File: config.mk
export PLATFORM = sky130hd
export DESIGN_NAME = matrix_add_sequencer
export DESIGN_NICKNAME = d
export VERILOG_FILES = /design/src/rtl/matrix_add_sequencer.sv
export SDC_FILE = /design/constraint.sdc
export NUM_CORES = 1
export LEC_CHECK = 0
export ABC_AREA = 1
export CAP_MARGIN = 20
export CORE_AREA = 2 2 246 248
export DETAILED_ROUTE_END_ITERATION = 10
export DIE_AREA = 0 0 248 250
export GPL_TIMING_DRIVEN = 0
export HOLD_SLACK_MARGIN = 0.02
export PLACE_DENSITY_LB_ADDON = 0.25
export RECOVER_POWER = 50
export SYNTH_ARGS = -nofsm -noshare
export SYNTH_HDL_FRONTEND = slang
export SYNTH_SLANG_ARGS = --single-unit
File: constraint.sdc
create_clock -name clk -period 5.5 [get_ports clk]
set_input_delay 1.1 -clock clk [delete_from_list [all_inputs] [get_ports clk]]
set_output_delay 1.1 -clock clk [all_outputs]
set_load 0.01 [all_outputs]
File: src/rtl/matrix_add_sequencer.sv
// matrix_add_sequencer: loads A/B operands into the 5x5x8 adder bus and streams the sums back out.
// Optional load-idle timeout abort: define MATADD_SEQ_TIMEOUT_EN.

module matadd_seq_lane #(
  parameter int VEC_W = 8
) (
  input  logic             gclk,
  input  logic             grst_n,
  input  logic             clr,
  input  logic             wr_a,
  input  logic             wr_b,
  input  logic             ld_res,
  input  logic [VEC_W-1:0] din,
  input  logic [VEC_W-1:0] res_in,
  output logic [VEC_W-1:0] a_q,
  output logic [VEC_W-1:0] b_q,
  output logic [VEC_W-1:0] r_q
);
  always_ff @(posedge gclk or negedge grst_n) begin
    if (!grst_n) begin
      a_q <= '0;
      b_q <= '0;
      r_q <= '0;
    end else begin
      if (clr) begin
        a_q <= '0;
        b_q <= '0;
      end else begin
        if (wr_a) a_q <= din;
        if (wr_b) b_q <= din;
      end
      if (ld_res) r_q <= res_in;
    end
  end
endmodule

module matrix_add_sequencer #(
  parameter int ELEM_W         = 8,
  parameter int MAX_DIM        = 5,
  parameter int TIMEOUT_CYCLES = 1000
) (
  input  logic                                clk,
  input  logic                                reset,
  input  logic                                start,
  input  logic [2:0]                          m_in,
  input  logic [2:0]                          n_in,
  input  logic [ELEM_W-1:0]                   in_data,
  input  logic                                in_valid,
  output logic                                in_ready,
  output logic [2:0]                          add_m,
  output logic [2:0]                          add_n,
  output logic [2*MAX_DIM*MAX_DIM*ELEM_W-1:0] add_operands,
  input  logic [MAX_DIM*MAX_DIM*ELEM_W-1:0]   add_result,
  input  logic                                add_valid,
  output logic [ELEM_W-1:0]                   out_data,
  output logic                                out_valid,
  input  logic                                out_ready,
  output logic                                busy,
  output logic                                done,
  output logic                                err
);
  localparam int NUM_LANES = MAX_DIM * MAX_DIM;
  localparam int SLOT_W    = $clog2(NUM_LANES + 1);
  localparam int DIM_W     = 3;

  typedef enum logic [2:0] {
    S_IDLE, S_LOAD_A, S_LOAD_B, S_COMPUTE, S_OUTPUT, S_ERR
  } state_t;

  state_t                               state;
  logic [DIM_W-1:0]                     row, col, nrow, ncol;
  logic                                 col_last, row_last, dims_ok;
  logic                                 in_fire, out_fire, clr_ops, ld_res;
  logic [SLOT_W-1:0]                    slot_idx, nxt_idx;
  logic [NUM_LANES-1:0]                 wr_a, wr_b;
  logic [NUM_LANES-1:0][ELEM_W-1:0]     a_q, b_q, r_q;
  logic [ELEM_W-1:0]                    nxt_elem;

`ifdef MATADD_SEQ_TIMEOUT_EN
  localparam int TO_W = $clog2(TIMEOUT_CYCLES);
  logic [TO_W-1:0] tcnt;
`else
  localparam int unused_timeout = TIMEOUT_CYCLES;
`endif

  assign in_fire  = in_valid & in_ready;
  assign out_fire = out_valid & out_ready;
  assign dims_ok  = (m_in != '0) && (m_in <= DIM_W'(MAX_DIM)) &&
                    (n_in != '0) && (n_in <= DIM_W'(MAX_DIM));
  assign clr_ops  = (state == S_IDLE) && start && dims_ok;
  assign ld_res   = (state == S_COMPUTE) && add_valid;

  // Row-major walk shared by the load and output phases.
  assign col_last = (col == add_n - 3'd1);
  assign row_last = (row == add_m - 3'd1);
  assign ncol     = col_last ? '0 : col + 3'd1;
  assign nrow     = col_last ? row + 3'd1 : row;
  assign slot_idx = SLOT_W'(row)  * SLOT_W'(MAX_DIM) + SLOT_W'(col);
  assign nxt_idx  = SLOT_W'(nrow) * SLOT_W'(MAX_DIM) + SLOT_W'(ncol);

  for (genvar s = 0; s < NUM_LANES; s++) begin : g_lane
    assign wr_a[s] = in_fire && (state == S_LOAD_A) && (slot_idx == SLOT_W'(s));
    assign wr_b[s] = in_fire && (state == S_LOAD_B) && (slot_idx == SLOT_W'(s));
    matadd_seq_lane #(.VEC_W(ELEM_W)) u_lane (
      .gclk   (clk),
      .grst_n (reset),
      .clr    (clr_ops),
      .wr_a   (wr_a[s]),
      .wr_b   (wr_b[s]),
      .ld_res (ld_res),
      .din    (in_data),
      .res_in (add_result[s*ELEM_W +: ELEM_W]),
      .a_q    (a_q[s]),
      .b_q    (b_q[s]),
      .r_q    (r_q[s])
    );
  end

  // Lane 0 sits at the LSB, so the packed arrays are already in bus order.
  assign add_operands = {b_q, a_q};

  always_comb begin
    nxt_elem = '0;
    for (int s = 0; s < NUM_LANES; s++)
      if (nxt_idx == SLOT_W'(s)) nxt_elem = r_q[s];
  end

  always_ff @(posedge clk or negedge reset) begin
    if (!reset) begin
      state     <= S_IDLE;
      add_m     <= '0;
      add_n     <= '0;
      row       <= '0;
      col       <= '0;
      in_ready  <= 1'b0;
      out_valid <= 1'b0;
      out_data  <= '0;
      busy      <= 1'b0;
      done      <= 1'b0;
      err       <= 1'b0;
`ifdef MATADD_SEQ_TIMEOUT_EN
      tcnt      <= '0;
`endif
    end else begin
      done <= 1'b0;
      err  <= 1'b0;
      case (state)
        S_IDLE: begin
          if (start) begin
            busy <= 1'b1;
            if (dims_ok) begin
              add_m    <= m_in;
              add_n    <= n_in;
              row      <= '0;
              col      <= '0;
              in_ready <= 1'b1;
              state    <= S_LOAD_A;
`ifdef MATADD_SEQ_TIMEOUT_EN
              tcnt     <= '0;
`endif
            end else begin
              err   <= 1'b1;
              state <= S_ERR;
            end
          end
        end
        S_LOAD_A, S_LOAD_B: begin
          if (in_fire) begin
`ifdef MATADD_SEQ_TIMEOUT_EN
            tcnt <= '0;
`endif
            if (row_last && col_last) begin
              row <= '0;
              col <= '0;
              if (state == S_LOAD_A) begin
                state <= S_LOAD_B;
              end else begin
                in_ready <= 1'b0;
                state    <= S_COMPUTE;
              end
            end else begin
              row <= nrow;
              col <= ncol;
            end
          end
`ifdef MATADD_SEQ_TIMEOUT_EN
          else if (tcnt == TO_W'(TIMEOUT_CYCLES - 1)) begin
            tcnt     <= '0;
            in_ready <= 1'b0;
            err      <= 1'b1;
            state    <= S_ERR;
          end else begin
            tcnt <= tcnt + 1'b1;
          end
`endif
        end
        S_COMPUTE: begin
          if (add_valid) begin
            // Result reg loads on this same edge, so take slot 0 straight from the bus.
            out_valid <= 1'b1;
            out_data  <= add_result[ELEM_W-1:0];
            state     <= S_OUTPUT;
          end else begin
            err   <= 1'b1;
            state <= S_ERR;
          end
        end
        S_OUTPUT: begin
          if (out_fire) begin
            if (row_last && col_last) begin
              row       <= '0;
              col       <= '0;
              out_valid <= 1'b0;
              out_data  <= '0;
              busy      <= 1'b0;
              done      <= 1'b1;
              state     <= S_IDLE;
            end else begin
              row      <= nrow;
              col      <= ncol;
              out_data <= nxt_elem;
            end
          end
        end
        S_ERR: begin
          busy  <= 1'b0;
          state <= S_IDLE;
        end
        default: begin
          busy  <= 1'b0;
          state <= S_IDLE;
        end
      endcase
    end
  end
endmodule

==> impl_metrics.tcl, run 1 <==
set metrics [dict create \
    routedWlPerCell_um 21.7 \
    drt-pass1-iter-count 6 \
    post-route-drc-count 0 \
    clk_latency_ns 0.63 \
    global_route.usage.total_pct 29.7 \
    cp_data_arrival_time_ns 5.60 \
    r2r-start "add_n[0]$_DFFE_PN0P_" \
    reg2reg_setup_slack_ns 0.40 \
    number_of_placement_rows 90 \
    skew_final_ns 0.0250 \
    critical_path_required_ns 6.00 \
    vdd_drop_max_mv 0.414 \
    ant_nets 0 \
    clock_sinks 628 \
    holdWs_ns 0.475 \
    grt_overflow 0 \
    worst_path_most_repeated_cell "sky130_fd_sc_hd__nand2_1" \
    report.final.slew_viol_count 534 \
    p_leak_nw 16.9 \
    combPwrFrac_pct 47.4 \
    fp.dieH_um 250 \
    number_of_enable_type_register_cells_in_the_synthesized_netlist 0 \
    vias 22600 \
    clockRootBuffer "sky130_fd_sc_hd__clkbuf_16" \
    drt_iter0_drc 1772 \
    timing.final.hold_violations 0 \
    number_of_buffers_and_inverters_on_the_critical_path 5 \
    most_frequent_standard_cell_in_the_layout_excluding_fill_and_tap_cells "sky130_fd_sc_hd__nand2_1" \
    final.setup.tns_ns 0 \
    ff2ff_path_depth 39 \
    status "finished with violations" \
    violations "max-capacitance violations, max-slew violations" \
    max_stage_delay_ns 0.38 \
    synth_seq_cells 628 \
    worst_reg2reg_endpoint "out_data[4]$_DFFE_PN0P_" \
    critPathMaxFanout 10 \
    floorplan.initialDensity_pct 43.7 \
    synth_cells 2680 \
    cts_tree "done" \
    post_drt_via_cell_ratio 5.32 \
    gp_congestion 0.907 \
    cts_setup_buffers 0 \
    synth_sequential_area_ratio_pct 60.4 \
    area_delta_synth_final_pct 38.7 \
    hp-class "reg -> reg" \
    max_cap_viol_count 5 \
    via_count_of_the_first_global_routing_pass 22400 \
    min_from "g_lane[11].u_lane.b_q[5]$_DFFE_PN0P_" \
    die-area_um2 62000 \
    synth_top_flop_cell "sky130_fd_sc_hd__dfrtp_1" \
    chipWidth_um 248 \
    synthesis.area_per_instance_um2 9.71 \
    power.density_cell_area_nw_per_um2 697 \
    worst_setup_path_end_kind "flip-flop" \
    post_route_cells_drive_above_1_share_pct 10.5 \
    p_clk_share_pct 20.3 \
    fin_total_pwr_w 0.0252 \
    antenna_violations_before_repair 21 \
    detailedPlacementHpwl_um 69400 \
    worst_max_slew_pin_slew_ns 2.55 \
    hold_depth 2 \
    cp_top_family "simple AND/OR/NAND/NOR gates" \
    cp-start-kind "flip-flop" \
    report.final.setup_viol 0 \
    critPathSlowestCell "sky130_fd_sc_hd__dfrtp_1" \
    yosys_warnings 0 \
    cp.depth 39 \
    switchingPower_w 0.0102 \
    htreeDepth 3 \
    most-common-layout-cells "sky130_fd_sc_hd__nand2_1, sky130_fd_sc_hd__dfrtp_1, sky130_fd_sc_hd__clkdlybuf4s50_1" \
    routed_wl_um 92300 \
    ctsLongestPathBuffers 3 \
    netSwitchingFraction_pct 40.6 \
    pin_count_of_the_biggest_net_entering_global_routing 131 \
    yosysUniqueCellTypes 40 \
    hold-path-endpoint "g_lane[11].u_lane.b_q[5]$_DFFE_PN0P_" \
    timing.max_slew.rel_slack_pct -70.0 \
    fmax_mhz 196 \
    finish.net_count 3637 \
    synth_fp_nets 2922 \
    critical_path_class "reg -> reg" \
    clkTransAtPathRegs_ns 0.06 \
    min_period_ns 5.10 \
    p_seq_share_pct 32.3 \
    fin_crit_sh_pct 92.7 \
    tritoncts.num_buffers 70 \
    asyncSetResetFlopFracSynth_pct 100 \
    synth.cell_area_um2 26000 \
    ios 639 \
    internal_power_w 0.0149 \
    coreArea_um2 59600 \
    grt_pass1_wl_um 138000 \
    count_of_input_and_output_buffers 638 \
]
[cell usage after synthesis, types with 3 or more instances]
library cell,count,area share [%]
sky130_fd_sc_hd__a21boi_1,3,0.087
sky130_fd_sc_hd__nand4_1,28,0.67
sky130_fd_sc_hd__nand3_1,95,1.8
sky130_fd_sc_hd__dfrtp_1,628,60
sky130_fd_sc_hd__nor2_1,110,1.6
sky130_fd_sc_hd__nand2_4,3,0.13
sky130_fd_sc_hd__ha_1,20,0.96
sky130_fd_sc_hd__o21ai_0,427,8.2
sky130_fd_sc_hd__o22ai_1,4,0.096
sky130_fd_sc_hd__buf_1,7,0.10
sky130_fd_sc_hd__nand2_2,7,0.17
sky130_fd_sc_hd__nand2_1,716,10
sky130_fd_sc_hd__xor2_1,3,0.10
sky130_fd_sc_hd__xnor2_1,4,0.13
sky130_fd_sc_hd__or2_2,31,0.75
sky130_fd_sc_hd__nor3_1,5,0.096
sky130_fd_sc_hd__a21oi_1,73,1.4
sky130_fd_sc_hd__inv_2,7,0.10
sky130_fd_sc_hd__clkbuf_1,126,1.8
sky130_fd_sc_hd__inv_1,184,2.7
sky130_fd_sc_hd__mux2_2,171,7.4
[per-stage QoR]
| step | setup slack (ns) | utilization, % | instance area (um^2) | std cells |
|---|---|---|---|---|
| after floorplan | 1.30 | - | 26000 | 2680 |
| after global routing | -0.000397 | 60.6 | 36100 | 4249 |
| after global placement | -23.71 | 56.1 | 33400 | 4100 |
| after detailed placement | 0.117 | 56.3 | 33500 | 4105 |
| after CTS | 0.0990 | 60.5 | 36100 | 4232 |
| final | 0.401 | 60.6 | 36100 | 4254 |
[flip-flops by register name (all words and copies together) (netlist names)]
register and flops:
add_m 3, row 3, out_valid 1, add_n 3
g_lane.u_lane.a_q 200, g_lane.u_lane.r_q 200, state 3, out_data 8
g_lane.u_lane.b_q 200, in_ready 1, busy 1, err 1
col 3, done 1
[worst reg2reg max path: cells and delay by family, from the launching register on]
family | cells | cell delay (ns)
buffers and inverters | 5 | 0.43
AND/OR/NAND/NOR | 28 | 2.81
adder cells (fa/ha/maj) | 4 | 1.13
AO/OA/AOI/OAI | 2 | 0.26
flip-flops | 1 | 0.38
[cell type report]
cell class	count	area, um^2
diodes	22	55.1
plain buffers	137	534
clock buffers	104	2060
clock inverters	23	464
fillers	4909	23500
inverters	193	729
multi-input cells	1722	9120
flip-flops and latches	628	15700
well taps	782	978
repair buffers	643	6440
[routing by layer]
| layer | share of wire, % | GRT usage (%) | wire (um) | up-vias |
|---|---|---|---|---|
| met5 | 0.062 | 0 | 57 | - |
| met4 | 4.6 | 14.0 | 4200 | 8 |
| met3 | 7.9 | 7.42 | 7290 | 208 |
| met2 | 47 | 46.4 | 43200 | 956 |
| met1 | 41 | 38.8 | 37500 | 11200 |
| li1 | - | - | - | 10200 |
[timing repair]
action | 4_1_cts | 5_1_grt
resized for setup | 0 | 21
setup endpoints to repair | 0 | 8
hold buffers | 0 | 0
endpoints found under the hold margin | 0 | 0
[power groups by stage]
stage                     clock (W)  sequential [W]  combinational (W)
after CTS                   0.00517         0.00812             0.0119
after floorplan                   0         0.00855            0.00526
after global placement            0         0.00811             0.0117
after global routing        0.00536         0.00835             0.0130
after detailed placement          0         0.00816             0.0119
final                       0.00511         0.00812             0.0119
[kinds of logic after synthesis]
family	count (synthesis)	share of synthesized area, %
mux	171	7.40
fa+ha+maj	22	1.12
compound gates	515	10.0
buf+inv	330	4.85
simple gates	1007	16.0
flops	628	60.4
xor+xnor	7	0.236
[how the worst max path moves through the flow]
stage | start | to | slack [ns]
6_report | add_n[0]$_DFFE_PN0P_ | out_data[4]$_DFFE_PN0P_ | 0.40
3_3_place_gp | reset | g_lane[6].u_lane.b_q[6]$_DFFE_PN0P_ | -23.71
5_1_grt | add_n[0]$_DFFE_PN0P_ | out_data[3]$_DFFE_PN0P_ | -0.0004
4_1_cts | add_n[0]$_DFFE_PN0P_ | out_data[1]$_DFFE_PN0P_ | 0.1
2_1_floorplan | add_n[0]$_DFFE_PN0P_ | out_data[5]$_DFFE_PN0P_ | 1.30
3_5_place_dp | add_n[0]$_DFFE_PN0P_ | out_data[1]$_DFFE_PN0P_ | 0.12
(Power assumes the default switching activity.)
==> run 2: changes to the inputs <==
--- a/config.mk
+++ b/config.mk
@@ -5,11 +5,11 @@
 export SDC_FILE = /design/constraint.sdc
 export NUM_CORES = 1
 export LEC_CHECK = 0
-export ABC_AREA = 1
 export CAP_MARGIN = 20
-export CORE_AREA = 2 2 246 248
+export CORE_ASPECT_RATIO = 0.7
+export CORE_MARGIN = 2
+export CORE_UTILIZATION = 51
 export DETAILED_ROUTE_END_ITERATION = 10
-export DIE_AREA = 0 0 248 250
 export GPL_TIMING_DRIVEN = 0
 export HOLD_SLACK_MARGIN = 0.02
 export PLACE_DENSITY_LB_ADDON = 0.25
==> impl_metrics.tcl, run 2 <==
set metrics [dict create \
    status "finished with violations" \
    violations "max-capacitance violations, max-slew violations" \
    max_cap_viol_count 3 \
    worst_max_slew_pin_slew_ns 2.70 \
    yosysUniqueCellTypes 72 \
    r2r-start "add_n[0]$_DFFE_PN0P_" \
    synth_seq_cells 628 \
    most-common-layout-cells "sky130_fd_sc_hd__nand2_1, sky130_fd_sc_hd__dfrtp_1, sky130_fd_sc_hd__nor2_1" \
    synth_top_flop_cell "sky130_fd_sc_hd__dfrtp_1" \
    p_leak_nw 20.0 \
    gp_congestion 0.980 \
    holdBufCountCts 0 \
    clockRootBuffer "sky130_fd_sc_hd__clkbuf_16" \
    synth_fp_nets 2965 \
    cp_top_family "buffers and inverters" \
    drt_iter0_drc 2430 \
    cts_setup_buffers 0 \
    grt_overflow 0 \
    number_of_placement_rows 71 \
    routedWlPerCell_um 26.9 \
    clock_sinks 628 \
    htreeDepth 2 \
    drt-pass1-iter-count 5 \
    ios 639 \
    finish.net_count 3667 \
    skew_final_ns 0.0149 \
    number_of_buffers_and_inverters_on_the_critical_path 5 \
    worst_path_most_repeated_cell "sky130_fd_sc_hd__buf_2" \
    vdd_drop_max_mv 0.232 \
    synth_sequential_area_ratio_pct 56.2 \
    place_inst 4092 \
    power.density_cell_area_nw_per_um2 250 \
    critical_path_class "reg -> reg" \
    coreArea_um2 53900 \
    synth_cells 2723 \
    post_route_cells_drive_above_1_share_pct 5.86 \
    worst_setup_path_end_kind "flip-flop" \
    global_route.usage.total_pct 39.2 \
    yosys.area.top_type "sky130_fd_sc_hd__dfrtp_1" \
    cp-start-kind "flip-flop" \
    critical_path_required_ns 6.05 \
    fp.dieH_um 200 \
    grt_pass1_wl_um 163000 \
    min_from "g_lane[3].u_lane.r_q[7]$_DFFE_PN0P_" \
    cts_tree "done" \
    report.final.slew_viol_count 248 \
    fin_crit_sh_pct 98.0 \
    clk_latency_ns 0.64 \
    max_stage_delay_ns 0.60 \
    vias 24600 \
    most_frequent_standard_cell_in_the_layout_excluding_fill_and_tap_cells "sky130_fd_sc_hd__nand2_1" \
    hp-class "reg -> reg" \
    yosys_warnings 0 \
    pin_count_of_the_biggest_net_entering_global_routing 124 \
    fin_total_pwr_w 0.00932 \
    area_delta_synth_final_pct 33.3 \
    count_of_input_and_output_buffers 630 \
    fmax_mhz 186 \
    timing.max_slew.rel_slack_pct -79.8 \
    chipWidth_um 284 \
    ant_nets 0 \
    cp-startpoint "add_n[0]$_DFFE_PN0P_" \
    final-instance-count-excl-fill 4199 \
    report.final.setup_viol 0 \
    asyncSetResetFlopFracSynth_pct 100 \
    synthesis.area_per_instance_um2 10.3 \
    number_of_enable_type_register_cells_in_the_synthesized_netlist 0 \
    biggest_regs "g_lane.u_lane.a_q x200, g_lane.u_lane.b_q x200, g_lane.u_lane.r_q x200" \
    post_drt_via_cell_ratio 5.86 \
    routed_wl_um 113000 \
    via_count_of_the_first_global_routing_pass 24500 \
    floorplan.initialDensity_pct 51.9 \
    synth.most_common_cell "sky130_fd_sc_hd__nand2_1" \
    synth_common_cells "sky130_fd_sc_hd__nand2_1, sky130_fd_sc_hd__dfrtp_1, sky130_fd_sc_hd__nor2_1, sky130_fd_sc_hd__mux2i_1, sky130_fd_sc_hd__clkbuf_1" \
    min_period_ns 5.39 \
    post-route-drc-count 0 \
    ctsLongestPathBuffers 3 \
    worstPathCellList "inv_1 > ha_1 > xor3_1 > or3_1 > xnor2_1 > ha_1 > buf_2 > buf_2 > buf_2 > buf_2 > mux2i_1 > nor4_1 > a31oi_1 > o221ai_1 > mux2i_1 > o211ai_1" \
    detailedPlacementHpwl_um 87100 \
    synth.area.top_cells "sky130_fd_sc_hd__dfrtp_1, sky130_fd_sc_hd__mux2i_1, sky130_fd_sc_hd__nand2_1, sky130_fd_sc_hd__nor2_1, sky130_fd_sc_hd__clkbuf_1" \
    synth_top_area_share_pct 56.2 \
    critPathMaxFanout 11 \
    timing.final.hold_violations 0 \
    antenna_violations_before_repair 3 \
    cp_data_arrival_time_ns 5.94 \
    die-area_um2 56800 \
    synth.cell_area_um2 28000 \
    grt_setup_unrepaired "false" \
    clkTransAtPathRegs_ns 0.06 \
    tritoncts.num_buffers 58 \
    critPathSlowestCell "sky130_fd_sc_hd__nor4_1" \
]
run 2: final cells by class:
class	count	area, um^2
Antenna cell	2	5.00
Buffer	189	766
Clock buffer	81	1640
Clock inverter	21	216
Fill cell	4046	16600
Inverter	23	86.3
Multi-Input combinational cell	1881	11500
Sequential cell	628	15700
Tap cell	730	913
Timing Repair Buffer	644	6500
run 2: path summary, 6_finish.rpt:
kind                                                       end  slack (ns)  cells after the start
max                                    out_data[6]$_DFFE_PN0P_        0.11                     16
min                        g_lane[3].u_lane.r_q[7]$_DFFE_PN0P_        0.47                      2
max reg2reg                            out_data[6]$_DFFE_PN0P_        0.11                     16
min reg2reg                g_lane[3].u_lane.r_q[7]$_DFFE_PN0P_        0.47                      2
max in group asynchronous  g_lane[2].u_lane.b_q[6]$_DFFE_PN0P_        0.96                      3
min in group asynchronous  g_lane[3].u_lane.r_q[6]$_DFFE_PN0P_        1.31                      1
run 2: cell families after synthesis:
| group | count (synthesis) | synth area share (%) |
|---|---|---|
| adders and majority gates | 22 | 1.04 |
| DFF | 628 | 56.2 |
| and+or+nand+nor | 1223 | 18.0 |
| AOI/OAI and AO/OA | 167 | 4.04 |
| muxes | 450 | 17.0 |
| buffers and inverters | 214 | 2.97 |
| xor gates and xnor gates | 19 | 0.810 |
run 2: power by group:
part	switching (W)	total (W)	leakage (nW)	internal (W)
registers	0.0000580	0.00475	8.51	0.00470
clock network	0.00185	0.00407	0.917	0.00222
logic	0.000279	0.000495	10.6	0.000216
total	0.00219	0.00932	20.0	0.00713
run 2: repair_timing:
item                                    4_1_cts  5_1_grt
endpoints found under the setup margin        8        8
gates resized for setup                      14       25
pin swaps                                     0        0
run 2: per-stage QoR:
step / util, % / area [um^2] / hold WS [ns] / setup TNS [ns] / setup WS, ns
6_report: 69.2 / 37300 / 0.467 / 0 / 0.113
4_1_cts: 69.1 / 37300 / 0.353 / 0 / 0.0348
5_1_grt: 69.2 / 37300 / 0.494 / 0 / 0.0190
3_5_place_dp: 65.6 / 35400 / 0.457 / -6.80 / -1.17
3_3_place_gp: 65.3 / 35200 / 0.453 / - / -23.66
2_1_floorplan: - / 28000 / 0.437 / 0 / 0.986
run 2: tightest hold or removal path, stage by stage, from the launching register on:
cell and delay (ns):
sky130_fd_sc_hd__dfrtp_1 0.34, sky130_fd_sc_hd__nand2_1 0.05, sky130_fd_sc_hd__nand2_1 0.05
run 2: metal layers:
layer	GRT usage, %	part of all wire (%)
met3	10.0	10
met1	56.8	43
met4	15.0	4.1
met5	0	0.012
met2	57.0	43
==> run 3: changes to the inputs <==
--- a/config.mk
+++ b/config.mk
@@ -14,6 +14,7 @@
 export HOLD_SLACK_MARGIN = 0.02
 export PLACE_DENSITY_LB_ADDON = 0.25
 export RECOVER_POWER = 50
+export SETUP_SLACK_MARGIN = 0.4
 export SYNTH_ARGS = -nofsm -noshare
 export SYNTH_HDL_FRONTEND = slang
 export SYNTH_SLANG_ARGS = --single-unit
==> impl_metrics.tcl, run 3 (synthesized netlist as in run 2, its figures left out) <==
set metrics [dict create \
    status "finished with violations" \
    violations "max-capacitance violations, max-slew violations" \
    ant_nets 0 \
    post_drt_via_cell_ratio 5.85 \
    cts_setup_buffers 0 \
    ctsLongestPathBuffers 3 \
    coreArea_um2 53900 \
    critPathSlowestCell "sky130_fd_sc_hd__a222oi_1" \
    report.final.slew_viol_count 248 \
    grt_overflow 0 \
    routedWlPerCell_um 26.8 \
    switchingPower_w 0.00219 \
    floorplan.initialDensity_pct 51.9 \
    clockRootBuffer "sky130_fd_sc_hd__clkbuf_16" \
    htreeDepth 2 \
    post_route_cells_drive_above_1_share_pct 6.28 \
    critPathMaxFanout 10 \
    biggest_regs "g_lane.u_lane.a_q x200, g_lane.u_lane.b_q x200, g_lane.u_lane.r_q x200" \
    min_period_ns 5.04 \
    hold_depth 2 \
    grt_setup_unrepaired "false" \
    power.density_cell_area_nw_per_um2 249 \
    most-common-layout-cells "sky130_fd_sc_hd__nand2_1, sky130_fd_sc_hd__dfrtp_1, sky130_fd_sc_hd__nor2_1" \
    worstPathCellList "inv_1 > ha_1 > xor3_1 > nor3_4 > mux2i_1 > inv_1 > ha_1 > ha_1 > clkbuf_2 > buf_2 > clkbuf_2 > clkbuf_2 > a222oi_1 > nor4_1 > nor4_1 > o211ai_1" \
    netSwitchingFraction_pct 23.5 \
    finalCoreUtilization_pct 69.4 \
    fp.dieH_um 200 \
    report.final.setup_viol 0 \
    fin_crit_sh_pct 91.6 \
    global_route.usage.total_pct 39.2 \
    ios 639 \
    tritoncts.num_buffers 58 \
    die-area_um2 56800 \
    worst_setup_path_end_kind "flip-flop" \
    pin_count_of_the_biggest_net_entering_global_routing 124 \
    critical_path_class "reg -> reg" \
    post-route-drc-count 0 \
    p_clk_share_pct 43.7 \
    routed_wl_um 113000 \
    clk_latency_ns 0.64 \
    reg2reg_setup_slack_ns 0.46 \
    worst_reg2reg_endpoint "out_data[1]$_DFFE_PN0P_" \
    vias 24600 \
    detailedPlacementHpwl_um 87100 \
    skew_final_ns 0.0157 \
    cp_data_arrival_time_ns 5.54 \
    drt_iter0_drc 2450 \
    via_count_of_the_first_global_routing_pass 24500 \
    holdWs_ns 0.469 \
    fill_cells 4029 \
    cp-startpoint "add_n[0]$_DFFE_PN0P_" \
    min_from "g_lane[3].u_lane.r_q[7]$_DFFE_PN0P_" \
    hp-class "reg -> reg" \
    cts_tree "done" \
    grt_pass1_wl_um 163000 \
    drt-pass1-iter-count 5 \
    clock_sinks 628 \
    most_frequent_standard_cell_in_the_layout_excluding_fill_and_tap_cells "sky130_fd_sc_hd__nand2_1" \
    vdd_drop_max_mv 0.230 \
    count_of_input_and_output_buffers 630 \
    finish.net_count 3669 \
    r2r-start "add_n[0]$_DFFE_PN0P_" \
    ff2ff_path_depth 16 \
    clkTransAtPathRegs_ns 0.07 \
    timing.final.hold_violations 0 \
    max_cap_viol_count 3 \
    gp_congestion 0.980 \
    fmax_mhz 198 \
    p_seq_share_pct 51.0 \
    timing.max_slew.rel_slack_pct -78.6 \
    max_stage_delay_ns 0.63 \
    internal_power_w 0.00713 \
    number_of_placement_rows 71 \
    p_leak_nw 20.1 \
    antenna_violations_before_repair 4 \
    worst_max_slew_pin_slew_ns 2.68 \
    cp-start-kind "flip-flop" \
    hold-path-endpoint "g_lane[3].u_lane.r_q[7]$_DFFE_PN0P_" \
    chipWidth_um 284 \
    combPwrFrac_pct 5.3 \
    area_delta_synth_final_pct 33.8 \
    critical_path_required_ns 6.00 \
]
run 3: worst max-delay path by stage:
stage,to,slack [ns],depth (start not counted)
2_1_floorplan,out_data[4]$_DFFE_PN0P_,0.99,15
3_3_place_gp,g_lane[17].u_lane.a_q[3]$_DFFE_PN0P_,-23.66,1
3_5_place_dp,out_data[5]$_DFFE_PN0P_,-1.17,17
4_1_cts,out_data[5]$_DFFE_PN0P_,0.35,15
5_1_grt,g_lane[2].u_lane.b_q[6]$_DFFE_PN0P_,0.24,3
6_report,out_data[1]$_DFFE_PN0P_,0.46,16
run 3: power by group through the flow:
stage	Clock [W]	Sequential (W)	Combinational, W
final	0.00407	0.00475	0.000495
after global routing	0.00425	0.00476	0.000538
after CTS	0.00407	0.00475	0.000499
after detailed placement	0	0.00484	0.000495
after global placement	0	0.00485	0.000470
after floorplan	0	0.00481	0.000143
run 3: critical path, delay by kind of cell (launching register included):
family / cells / cell delay, ns
AO/OA/AOI/OAI: 2 / 0.77
XOR/XNOR: 1 / 0.46
adder cells (fa/ha/maj): 3 / 0.74
buffers and inverters: 6 / 1.51
flip-flops: 1 / 0.44
multiplexers: 1 / 0.30
AND/OR/NAND/NOR: 3 / 0.66
run 3: area by class of cell:
| cell class | instances | area [um^2] | share of cell area, % |
|---|---|---|---|
| timing repair buffer | 644 | 6500 | 17.4 |
| inverter | 23 | 86.3 | 0.231 |
| clock inverter | 21 | 216 | 0.578 |
| clock buffer | 81 | 1640 | 4.38 |
| tap | 730 | 913 | 2.44 |
| buffer | 191 | 812 | 2.17 |
| antenna | 1 | 2.50 | 0.00669 |
| multi-input combinational | 1881 | 11500 | 30.8 |
| sequential | 628 | 15700 | 42.0 |
run 3: metal layers:
| metal | part of all wire [%] | wire (um) | global-route usage (%) | up-vias |
|---|---|---|---|---|
| li1 | - | - | - | 10500 |
| met1 | 42 | 47700 | 57.0 | 12600 |
| met2 | 43 | 48600 | 57.0 | 1304 |
| met3 | 10 | 11800 | 9.65 | 238 |
| met4 | 4.1 | 4620 | 15.2 | 2 |
| met5 | 0.012 | 13 | 0 | - |
run 3: per-stage QoR:
step	instance area, um^2	TNS [ns]	total power, W	setup WS, ns	cells
after floorplan	28000	0	0.00496	0.986	2723
after global placement	35200	-	0.00532	-23.66	4083
after detailed placement	35400	-6.80	0.00533	-1.17	4092
after CTS	37300	0	0.00932	0.348	4194
after global routing	37400	0	0.00955	0.239	4199
final	37400	0	0.00932	0.461	4200
run 3: what timing repair did:
item,CTS,global route
hold buffers,0,0
setup endpoints to repair,8,8
gates resized for setup,34,41
pin swaps,0,2
gates cloned,0,0
==> RTL edit (settings of run 3) <==
The option `MATADD_SEQ_TIMEOUT_EN` is turned on by a define.
--- a/src/rtl/matrix_add_sequencer.sv
+++ b/src/rtl/matrix_add_sequencer.sv
@@ -1,5 +1,7 @@
 // matrix_add_sequencer: loads A/B operands into the 5x5x8 adder bus and streams the sums back out.
 // Optional load-idle timeout abort: define MATADD_SEQ_TIMEOUT_EN.
+
+`define MATADD_SEQ_TIMEOUT_EN
 
 module matadd_seq_lane #(
   parameter int VEC_W = 8
Behaviour: no difference found for any inputs over 4 cycles, from zero or initial values and one cycle with reset low; that may be too few to reach the edited logic, so the function may still have changed.
==> RTL edit against run 3 <==
- the flow still finishes with violations (capacitance limit, slew limit)
- worst setup slack improved by 0.023 ns
- wire length decreased by 1.5%
- critical endpoint is now out_data[0]
- synthesized cell count increased by 8.9%
- sequential cell count increased by 10
- clock skew decreased by 0.0019 ns
- highest routed layer unchanged
- design area increased by 0.96%
- synthesized area increased by 1.1%
- critical path type unchanged
Power is not compared: it rests on default switching activity, and its combinational part moved more than twofold at a synthesized area within 25%.
==> RTL edit: results (changes against run 3) <==
| Metric | Value |
|---|---|
| CTS root buf | `clkbuf_16` |
| DP Area | `0.0357 mm^2 (+0.78%)` |
| WL/cell | `24.9 um (-7.2%)` |
| Slew @ Worst Pin | `3.14 ns (+0.466 ns)` |
| Slowest cell on the critical path | `a2111oi_1` |
| Initial antenna violation count | `11 (+7)` |
| Clock slew at reported path FFs | `0.07 ns (about the same)` |
| Most frequent cells after synthesis | `846 x nand2_1, 638 x dfrtp_1, 280 x nor2_1` |
| Final HPWL DP | `82600 um (-5.2%)` |
| Max incr delay on CP | `0.50 ns (-0.13 ns)` |
| Final nets | `3909 (+6.5%)` |
| Final Slew Violations | `372 (+50%)` |
| Skew-Pair Late Insertion Delay | `0.62 ns (-0.02 ns)` |
| Maxcap violations | `4 (+1)` |
| Worst setup margin | `0.484 ns (+0.0227 ns)` |
| Destination of the critical timing path | `out_data[0]` |
| Drt initial violations | `3230 (+32%)` |
| Met3 Usage GRT | `13.8% (+4.2 points)` |
| Layout cell share with drive strength beyond 1 | `5.77% (-0.52 points)` |
| Setup Skew | `0.0137 ns (-0.00194 ns)` |
| Most area-consuming cells after synthesis | `dfrtp_1 56%, nand2_1 11%, mux2i_1 9.3%` |
| Failing checks | `capacitance limit, slew limit` |
| Largest net degree at the start of global routing | `129 (+4.0%)` |
| Endpoint arrival time on the critical path | `5.52 ns (-0.02 ns)` |
| Mux contribution to synthesized area | `10.7% (-6.2 points)` |
| Post-synthesis net count | `3206 (+8.1%)` |
| Post-synthesis sequential area ratio | `56.5% (+0.29 points)` |
| Synth Area in Compound Gates | `7.23% (+3.2 points)` |
| CP top delay family | `adder cells` |
| GRT Resource Usage Total | `38.6% (-0.61 points)` |
| Met2 usage in global routing | `53.8% (-3.2 points)` |
| RePlAce Congestion | `1.05 (+7.3%)` |
| Post-cts sizing count | `46 (+35%)` |
| End of the worst register-to-register path | `out_data[0]` |
| Pre-CTS setup slack | `-0.626 ns (+0.546 ns)` |
| Status | `complete, but fails checks` |
| 1st-pass router iterations | `8 (+3)` |
| Non-Filler Instances | `4460 (+6.2%)` |
| Synth Area in Adders | `0.982% (-0.055 points)` |
| Met1 usage in global routing | `55.1% (-1.9 points)` |
| First-pass GRT wire length | `166000 um (+1.7%)` |
| Placed Cells incl. Taps | `4343 (+6.1%)` |
| Yosys warning count | `0 (unchanged)` |
| R2R depth | `19 (+3)` |
| Post-synthesis xor/xnor area fraction | `0.845% (+0.036 points)` |
| Via Count | `26100 (+6.1%)` |
| Post-synth cell types | `70 (-2.8%)` |
| Hold Crit Class | `in -> async` |
RTL edit: worst min-delay path by stage:
stage                               end                      from  cells past startpoint  slack [ns]
3_3_place_gp   g_lane[18].u_lane.r_q[6]  g_lane[18].u_lane.r_q[6]                      2        0.45
6_report        g_lane[4].u_lane.r_q[7]                     reset                      1        0.39
5_1_grt        g_lane[14].u_lane.r_q[7]                     reset                      1        0.43
2_1_floorplan  g_lane[18].u_lane.r_q[6]  g_lane[18].u_lane.r_q[6]                      2        0.44
4_1_cts        g_lane[22].u_lane.r_q[4]                     reset                      1        0.42
3_5_place_dp   g_lane[20].u_lane.r_q[4]  g_lane[20].u_lane.r_q[4]                      2        0.45
RTL edit: per-layer routing:
| layer | vias up | share of wire [%] |
|---|---|---|
| met5 | - | 0.15 |
| met4 | 12 | 4.2 |
| met3 | 274 | 12 |
| li1 | 11300 | - |
| met1 | 13000 | 42 |
| met2 | 1517 | 42 |
RTL edit: cell type report:
type                    count  area, um^2
diodes                      8        20.0
plain buffers             211         905
clock buffers              81        1700
clock inverters            23         253
fillers                  4319       17300
inverters                  10        37.5
multi-input cells        2106       11600
flip-flops and latches    638       16000
well taps                 740         926
repair buffers            643        6420
RTL edit: cell families (layout without fill, tap and decap cells):
logic type	Yosys count	count (layout)
AOI/OAI and AO/OA	349	349
xor gates and xnor gates	23	23
adders and majority gates	21	21
buffers and inverters	221	968
DFF	638	638
muxes	289	289
other	0	8
and+or+nand+nor	1424	1424
RTL edit: power breakdown:
part | internal [W] | switching, W | leakage (nW)
clock | 0.00234 | 0.00188 | 0.968
combinational | 0.00311 | 0.00620 | 8.85
sequential | 0.00567 | 0.000751 | 8.73
